File: src/rtl/instr_mem_loader.sv
// instr_mem_loader
// Writable instruction memory with a byte-serial program-load port.
// A host pulses start_i, sends a word count N, then 4*N big-endian bytes.
// These bytes are packed into 32-bit words and stored at word addresses 0..N-1.
// The CPU is held in reset (cpu_rst_o=1) until a load completes.
// After that, fetches are served combinationally.
//
// Ports:
//   clk_i, rst_i       clock, synchronous active-high reset
//   start_i            one-cycle pulse starting a load (honoured in IDLE/DONE)
//   byte_i             load data byte
//   byte_valid_i       byte_i valid this cycle
//   byte_ready_o       byte accepted when byte_valid_i && byte_ready_o
//   busy_o             load in progress
//   done_o             load complete, memory valid
//   err_o              last load rejected (count too large), sticky
//   cpu_rst_o          CPU reset request
//   word_cnt_o         words written by the current/last load
//   pc_addr_i          CPU byte address
//   instr_o            instruction word (0 while cpu_rst_o=1)
module instr_mem_loader #(
  parameter int MEM_DEPTH = 32,
  parameter int ADDR_W    = 5
) (
  input  logic              clk_i,
  input  logic              rst_i,
  input  logic              start_i,
  input  logic [7:0]        byte_i,
  input  logic              byte_valid_i,
  output logic              byte_ready_o,
  output logic              busy_o,
  output logic              done_o,
  output logic              err_o,
  output logic              cpu_rst_o,
  output logic [ADDR_W:0]   word_cnt_o,
  input  logic [31:0]       pc_addr_i,
  output logic [31:0]       instr_o
);

  typedef enum logic [1:0] {IDLE, COUNT, DATA, DONE} state_t;

  localparam logic [7:0] MAX_N = 8'(MEM_DEPTH);

  state_t            state_reg;
  logic [ADDR_W:0]   n_reg;
  logic [ADDR_W:0]   word_cnt_reg;
  logic [1:0]        byte_cnt_reg;
  logic [23:0]       shift_reg;
  logic              err_reg;
  logic [31:0]       mem_reg [MEM_DEPTH];

  logic              accept;
  logic              mem_clear;
  logic              wr_en;
  logic [ADDR_W-1:0] wr_addr;
  logic [31:0]       wr_data;
  logic [ADDR_W:0]   word_cnt_inc;

  // Status outputs decode directly from the state register.
  assign byte_ready_o = (state_reg == COUNT) || (state_reg == DATA);
  assign busy_o       = byte_ready_o;
  assign done_o       = (state_reg == DONE);
  assign cpu_rst_o    = (state_reg != DONE);
  assign err_o        = err_reg;
  assign word_cnt_o   = word_cnt_reg;

  assign accept       = byte_valid_i && byte_ready_o;
  assign mem_clear    = ((state_reg == IDLE) || (state_reg == DONE)) && start_i;
  // The number of words already written is also the next write address.
  // When N=MEM_DEPTH, the address wraps after the final write, and no further
  // write follows.
  assign wr_addr      = word_cnt_reg[ADDR_W-1:0];
  assign wr_data      = {shift_reg, byte_i};
  assign wr_en        = (state_reg == DATA) && accept && (byte_cnt_reg == 2'd3);
  assign word_cnt_inc = word_cnt_reg + 1'b1;

  always_ff @(posedge clk_i) begin
    if (rst_i) begin
      state_reg    <= IDLE;
      n_reg        <= '0;
      word_cnt_reg <= '0;
      byte_cnt_reg <= '0;
      shift_reg    <= '0;
      err_reg      <= 1'b0;
    end else begin
      case (state_reg)
        IDLE, DONE: begin
          if (start_i) begin
            state_reg    <= COUNT;
            n_reg        <= '0;
            word_cnt_reg <= '0;
            byte_cnt_reg <= '0;
            shift_reg    <= '0;
            err_reg      <= 1'b0;
          end
        end
        COUNT: begin
          if (accept) begin
            if (byte_i == 8'd0) begin
              state_reg <= DONE;
            end else if (byte_i > MAX_N) begin
              err_reg   <= 1'b1;
              state_reg <= IDLE;
            end else begin
              n_reg     <= byte_i[ADDR_W:0];
              state_reg <= DATA;
            end
          end
        end
        DATA: begin
          if (accept) begin
            if (byte_cnt_reg == 2'd3) begin
              // The fourth byte completes the word. The memory write happens
              // in the per-word blocks below.
              byte_cnt_reg <= '0;
              word_cnt_reg <= word_cnt_inc;
              if (word_cnt_inc == n_reg)
                state_reg <= DONE;
            end else begin
              shift_reg    <= {shift_reg[15:0], byte_i};
              byte_cnt_reg <= byte_cnt_reg + 1'b1;
            end
          end
        end
        default: state_reg <= IDLE;
      endcase
    end
  end

  // The memory must be cleared in a single cycle on reset or on start.
  // For that reason, each word is an independent register rather than
  // a RAM block.
  genvar gi;
  generate
    for (gi = 0; gi < MEM_DEPTH; gi++) begin : g_word
      localparam logic [ADDR_W-1:0] IDX = gi;
      always_ff @(posedge clk_i) begin
        if (rst_i || mem_clear)
          mem_reg[gi] <= '0;
        else if (wr_en && (wr_addr == IDX))
          mem_reg[gi] <= wr_data;
      end
    end
  endgenerate

  // Fetch path: word index from pc bits [ADDR_W+1:2].
  // The byte offset and the high bits do not take part in the fetch.
  logic unused_pc_bits;
  assign unused_pc_bits = ^{pc_addr_i[31:ADDR_W+2], pc_addr_i[1:0]};

  assign instr_o = cpu_rst_o ? 32'd0 : mem_reg[pc_addr_i[ADDR_W+1:2]];

endmodule

File: config.mk
export PLATFORM = sky130hd
export DESIGN_NAME = instr_mem_loader
export DESIGN_NICKNAME = d
export VERILOG_FILES = /design/src/rtl/instr_mem_loader.sv
export SDC_FILE = /design/constraint.sdc
export NUM_CORES = 1
export LEC_CHECK = 0
export ABC_AREA = 1
export BUFFER_PORTS_ARGS = -buffer_cell sky130_fd_sc_hd__buf_2
export CORE_ASPECT_RATIO = 1.5
export CORE_MARGIN = 1
export CORE_UTILIZATION = 41
export CTS_CLUSTER_DIAMETER = 60
export DETAILED_ROUTE_END_ITERATION = 8
export HOLD_SLACK_MARGIN = 0.02
export PLACE_DENSITY_LB_ADDON = 0.1
export SLEW_MARGIN = 20
export SYNTH_ARGS = -nofsm -noshare
export SYNTH_HDL_FRONTEND = slang
export SYNTH_SLANG_ARGS = --single-unit
File: constraint.sdc
create_clock -name clk_i -period 4.5 [get_ports clk_i]
set_input_delay 0.9 -clock clk_i [delete_from_list [all_inputs] [get_ports clk_i]]
set_output_delay 0.9 -clock clk_i [all_outputs]
set_load 0.01 [all_outputs]
# --- Word-level counts from Yosys, hierarchy flattened ---
# Memory sizes are Yosys's and may differ from the RTL's.
# Index checks and enable logic that the tools add are counted.
classes:
  n_addsub: 2
  n_lt_le_gt_ge: 1
  n_eq_ne: 46
  n_mux: 160
  bitwise: 32
  n_reduce_logical: 51
ops:
  columns: ["operator", "n"]
  rows:
  - ["two-way mux 32 bit", 33]
  - ["two-way mux 1 bit", 102]
  - ["equality test 5 bit, second input constant", 16]
  - ["two-way mux 24 bit", 3]
  - ["case mux 24 bit (2 select lines)", 1]
  - ["equality test 5 x 4 -> 1 bit, second input constant", 8]
  - ["logical AND 1 bit", 36]
  - ["two-way mux 6 bit", 6]
  - ["OR 1 bit", 32]
  - ["case mux 6 bit (2 select lines)", 2]
  - ["equality test 5 x 3 -> 1 bit, second input constant", 4]
  - ["two-way mux 2 bit", 10]
  - ["AND reduction 5 bit", 3]
  - ["inequality test 2 bit, second input constant", 7]
  - ["equality test 5 x 2 -> 1 bit, second input constant", 2]
  - ["> comparator 8 x 6 -> 1 bit, second input constant", 1]
  - ["zero test 8 bit", 1]
  - ["AND reduction 4 bit", 2]
  - ["adder 6 x 1 -> 6 bit, second input constant", 1]
  - ["equality test 2 bit, second input constant", 3]
  - ["equality test 6 bit", 1]
  - ["inequality test 2 x 1 -> 1 bit, second input constant", 3]
  - ["case mux 2 bit (3 select lines)", 1]
  - ["equality test 5 x 1 -> 1 bit, second input constant", 1]
  - ["10 further kinds", 13]
totals:
  regBits: 41
  mem_bits_rw: 1024
  inputBits: 44
  output_inout_bits: 43
  elab_cells: 299
  mem_count: 1
memory_table:
  columns: ["memory", "depth", "word_bits", "read_ports", "rd_ports_with_merged_regs", "write_ports", "line", "text"]
  rows:
  - ["mem_reg", 32, 32, 1, 0, 32, "50", "logic [31:0] mem_reg [MEM_DEPTH];"]

# --- Logic depth before layout (Yosys ltp) ---
logic_depth:
  ltp_word: 10
  mapped_depth: 14
  depth_no_buf: 13

# --- Worst setup path before layout ---
# Ideal clock, no wire load.
synth_path:
  kind: "input port to flip-flop"
  from: "input byte_valid_i"
  to: "memory mem_reg[0][0] (enable)"
  arrival_time_ns: 3.906
  setup_slack_ns: 0.129
  stages: 7
  path_buffers: 1
  path_cell_list: "nand2_2 > nor2_4 > inv_4 > nor2_8 > inv_1 > clkbuf_1 > o21ai_0"
synth_lines:
  columns: ["item", "line", "text"]
  rows:
  - ["from (decl)", "29", "input logic byte_valid_i,"]
  - ["to (decl)", "50", null]

# --- Worst setup path after layout ---
layout_path:
  from: "input pc_addr_i[2]"
  to: "output instr_o[7]"
layout_via:
  elab_chain_cells: 2
layout_rtl:
  columns: ["item", "line", "text"]
  rows:
  - ["from (decl)", "36", "input logic [31:0] pc_addr_i,"]
  - ["memory read (32 x 32 bit)", null, null]
  - ["two-way mux 32 bit", "151", "assign instr_o = cpu_rst_o ? 32'd0 : mem_reg[pc_addr_i[ADDR_W+1:2]];"]
  - ["to (decl)", "37", "output logic [31:0] instr_o"]
# Every way passes these cells.

==> results.py <==
metrics = {
    "worst_setup_path": {
        "start_kind": "input port",
        "cp_slowest_cell": "buf_12",
        "critPathMaxStageDelay_ns": 0.32,
        "end_kind": "output port",
        "r2r_slack_ns": 1.10,
        "critPathMaxFanout": 56,
        "criticalPathCategory": "in2out",
        "worstPathCellList": "buf_8 -> inv_8 -> buf_12 -> nor2_1 -> nor2_1 -> o21ai_0 -> o211ai_1 -> nand3_1 -> nand2_1 -> nor2_1 -> nor2_1 -> buf_2",
        "cp_data_required_time_ns": 3.60,
        "r2r-end": "mem_reg[9][14]",
        "worst-path-buf-inv": 4,
        "path_common_cell": "nor2_1",
        "r2r_start": "state_reg[0]",
        "r2r_cells": 10,
        "crit_family": "buffers and inverters",
        "crit_arrival_ns": 3.13,
    },
    "timing": {
        "fin_crit_sh": 0.895,
        "fin_tns_setup_ns": 0,
        "rsz0062_at_grt": "no",
        "worst_pin_slew_ns": 1.18,
        "setup_viol": 0,
        "finalHoldViolCount": 0,
        "postLayoutSetupSlackWorst_ns": 0.472,
        "period_minus_slack_ns": 4.03,
        "fin_skew_ns": 0.0209,
        "maxSlewHeadroom": 0.213,
        "whs_ns": 0.466,
        "clock.fmax_mhz": 248,
        "drv_slew": 0,
    },
    "synthesis": {
        "yosysSeqAreaShare": 0.659,
        "synthesis.area_sq_um": 47900,
        "synth_fa_ha_area_frac": 0.00261,
        "synth_flop_cell": "edfxtp_1",
        "syn_nets": 4749,
        "synth.avg_cell_area_sq_um": 10.2,
        "synth_cell_types": 41,
        "synth-edff-count": 1024,
        "synth_top_family_by_area": "simple AND/OR/NAND/NOR gates",
        "async_flop_share": 0,
        "synth_simple_gate_area_share": 0.192,
        "yosys_register_bits": 1065,
        "postSynthCellCount": 4695,
        "synth_compound_area_frac": 0.0965,
        "muxShareOfSynthArea": 0,
        "yosysWarnings": 0,
        "synth_xor_area_frac": 0.000548,
    },
    "cts": {
        "path_clk_slew_ns": 0.06,
        "cts_tree": "built",
        "clock-sinks": 1065,
        "post_cts_buffers": 0,
        "cts_buffers": 101,
        "htree_levels": 3,
        "clockBufferDepth": 3,
        "cts_resized": 0,
        "root_buffer": "clkbuf_16",
        "postCtsHoldBufs": 0,
        "clock_latency_ns": 0.71,
    },
    "drt": {
        "ant_nets": 0,
        "drt-initial-drc-count": 3085,
        "dr.pass1.iters": 6,
        "viasPerCell": 5.63,
        "drc": 0,
        "vias": 35100,
        "wl_per_cell_um": 25.8,
        "wl_mm": 161,
    },
    "floorplanning": {
        "dieHeight_um": 421,
        "die-area_sq_um": 118000,
        "design.core.area_sq_um": 116000,
        "rows": 153,
        "io-pin-count": 87,
        "start_util": 0.414,
        "fp.dieW_um": 281,
    },
    "global_route": {
        "grt_max_degree": 87,
        "track_usage": 0.274,
        "antenna_found_initial": 1,
        "grt_pass1_vias": 34000,
        "grt_overflow_total": 0,
        "grt_first_pass_wirelength_mm": 232,
    },
    "min_path": {
        "worst_hold_path_type": "reg2reg",
        "worstHoldPathCells": 2,
        "min_to": "shift_reg[22]",
        "hp-start": "shift_reg[22]",
    },
    "layout": {
        "drive_above_1_share": 0.0981,
        "syn2layout_area_growth_pct": 11.8,
        "utilization": 0.463,
        "largest_reg_flops": 1024,
        "finalNonFillerCells": 6241,
        "fillCellCount": 10800,
        "post-route-cell-area_sq_um": 53600,
        "nets": 4665,
    },
    "power_and_ir_drop": {
        "leakage_nw": 18.8,
        "ir_drop_mv": 0.301,
        "p_total_mw": 26.6,
        "p_per_area_nw_per_um2": 496,
    },
    "place": {
        "place.gp.congestion": 0.890,
        "postPlaceCellArea_sq_um": 50300,
        "pre_cts_ws_ns": 0.529,
        "hpwl_mm": 93.1,
        "dp_cells": 6058,
        "portBuffers": 59,
    },
    "status": {
        "outcome": "completed",
    },
    "run": {
        "max_cap_violations": 0,
    },
}
-- synth_stat cells (2+ instances only) --
library cell	number	area [sq um]
dfxtp_1	41	821
nand2_1	387	1450
buf_6	15	169
buf_8	2	30.0
nand3_4	8	140
inv_1	77	289
nand3_1	218	1090
inv_2	7	26.3
buf_4	24	180
ha_1	10	125
nor2_8	2	40.0
xor2_1	2	17.5
a211oi_1	3	22.5
nor3_1	2	10.0
buf_1	24	90.1
o22ai_1	10	62.6
clkbuf_1	231	867
o21ai_1	10	50.1
nand2_2	2	12.5
and3_1	3	18.8
o211ai_1	91	683
nand3_2	10	100
o31ai_1	32	240
o21ai_0	442	2210
o221ai_1	91	797
a21oi_1	104	521
nor2_1	1668	6260
edfxtp_1	1024	30700
nand4_1	7	43.8
buf_2	137	686
-- report_power, final --
| group | internal [mW] | switching (mW) | leakage, nW |
|---|---|---|---|
| Sequential | 12.9 | 0.425 | 11.4 |
| Combinational | 1.04 | 3.47 | 5.75 |
| Clock | 4.89 | 3.80 | 1.59 |
| Total | 18.9 | 7.69 | 18.8 |
-- cells by family after synthesis --
family	after synthesis
xor+xnor	3
buf+inv	520
compound gates	787
fa+ha+maj	10
simple gates	2310
flops	1065
-- cell type report --
type | instances | area, sq um | share of cell area
Tap cell | 1550 | 1940 | 0.0362
Sequential cell | 1065 | 31600 | 0.589
Clock buffer | 123 | 2630 | 0.0491
Multi-Input combinational cell | 3110 | 14400 | 0.268
Timing Repair Buffer | 248 | 2110 | 0.0393
Clock inverter | 59 | 624 | 0.0117
Inverter | 85 | 344 | 0.00642
Antenna cell | 1 | 2.50 | 0.0000467
-- tightest hold or removal path: stages (launching register included) --
cell and delay, ns:
dfxtp_1 0.31, nand2_1 0.06, a21oi_1 0.05
-- placed cells by master, fill, tap and decap left out, types with 32 or more instances in the layout --
cell,n
a21oi_1,104
inv_1,76
buf_2,56
o21ai_0,414
o211ai_1,91
edfxtp_1,1024
nand2_1,383
clkbuf_16,102
o221ai_1,91
dfxtp_1,41
buf_4,161
nor2_1,1668
o31ai_1,32
nand3_1,208
-- worst max path at each step --
stage / start / to / slack (ns) / cells after the start
2_1_floorplan: byte_valid_i / mem_reg[0][0] / 0.13 / 7
3_3_place_gp: pc_addr_i[2] / instr_o[24] / 0.54 / 12
3_5_place_dp: pc_addr_i[2] / instr_o[30] / 0.53 / 11
4_1_cts: pc_addr_i[2] / instr_o[6] / 0.52 / 12
5_1_grt: pc_addr_i[2] / instr_o[6] / 0.38 / 14
6_report: pc_addr_i[2] / instr_o[7] / 0.47 / 12
-- routing by layer --
metal	global-route usage	wire (um)	share of wire	vias to the layer above
met2	0.476	81400	0.51	1194
li1	-	-	-	15900
met3	0.0280	8620	0.054	332
met1	0.334	62400	0.39	17700
met5	0	0	0	-
met4	0.144	8650	0.054	0
Note: power is estimated with default switching activity, not from simulation.
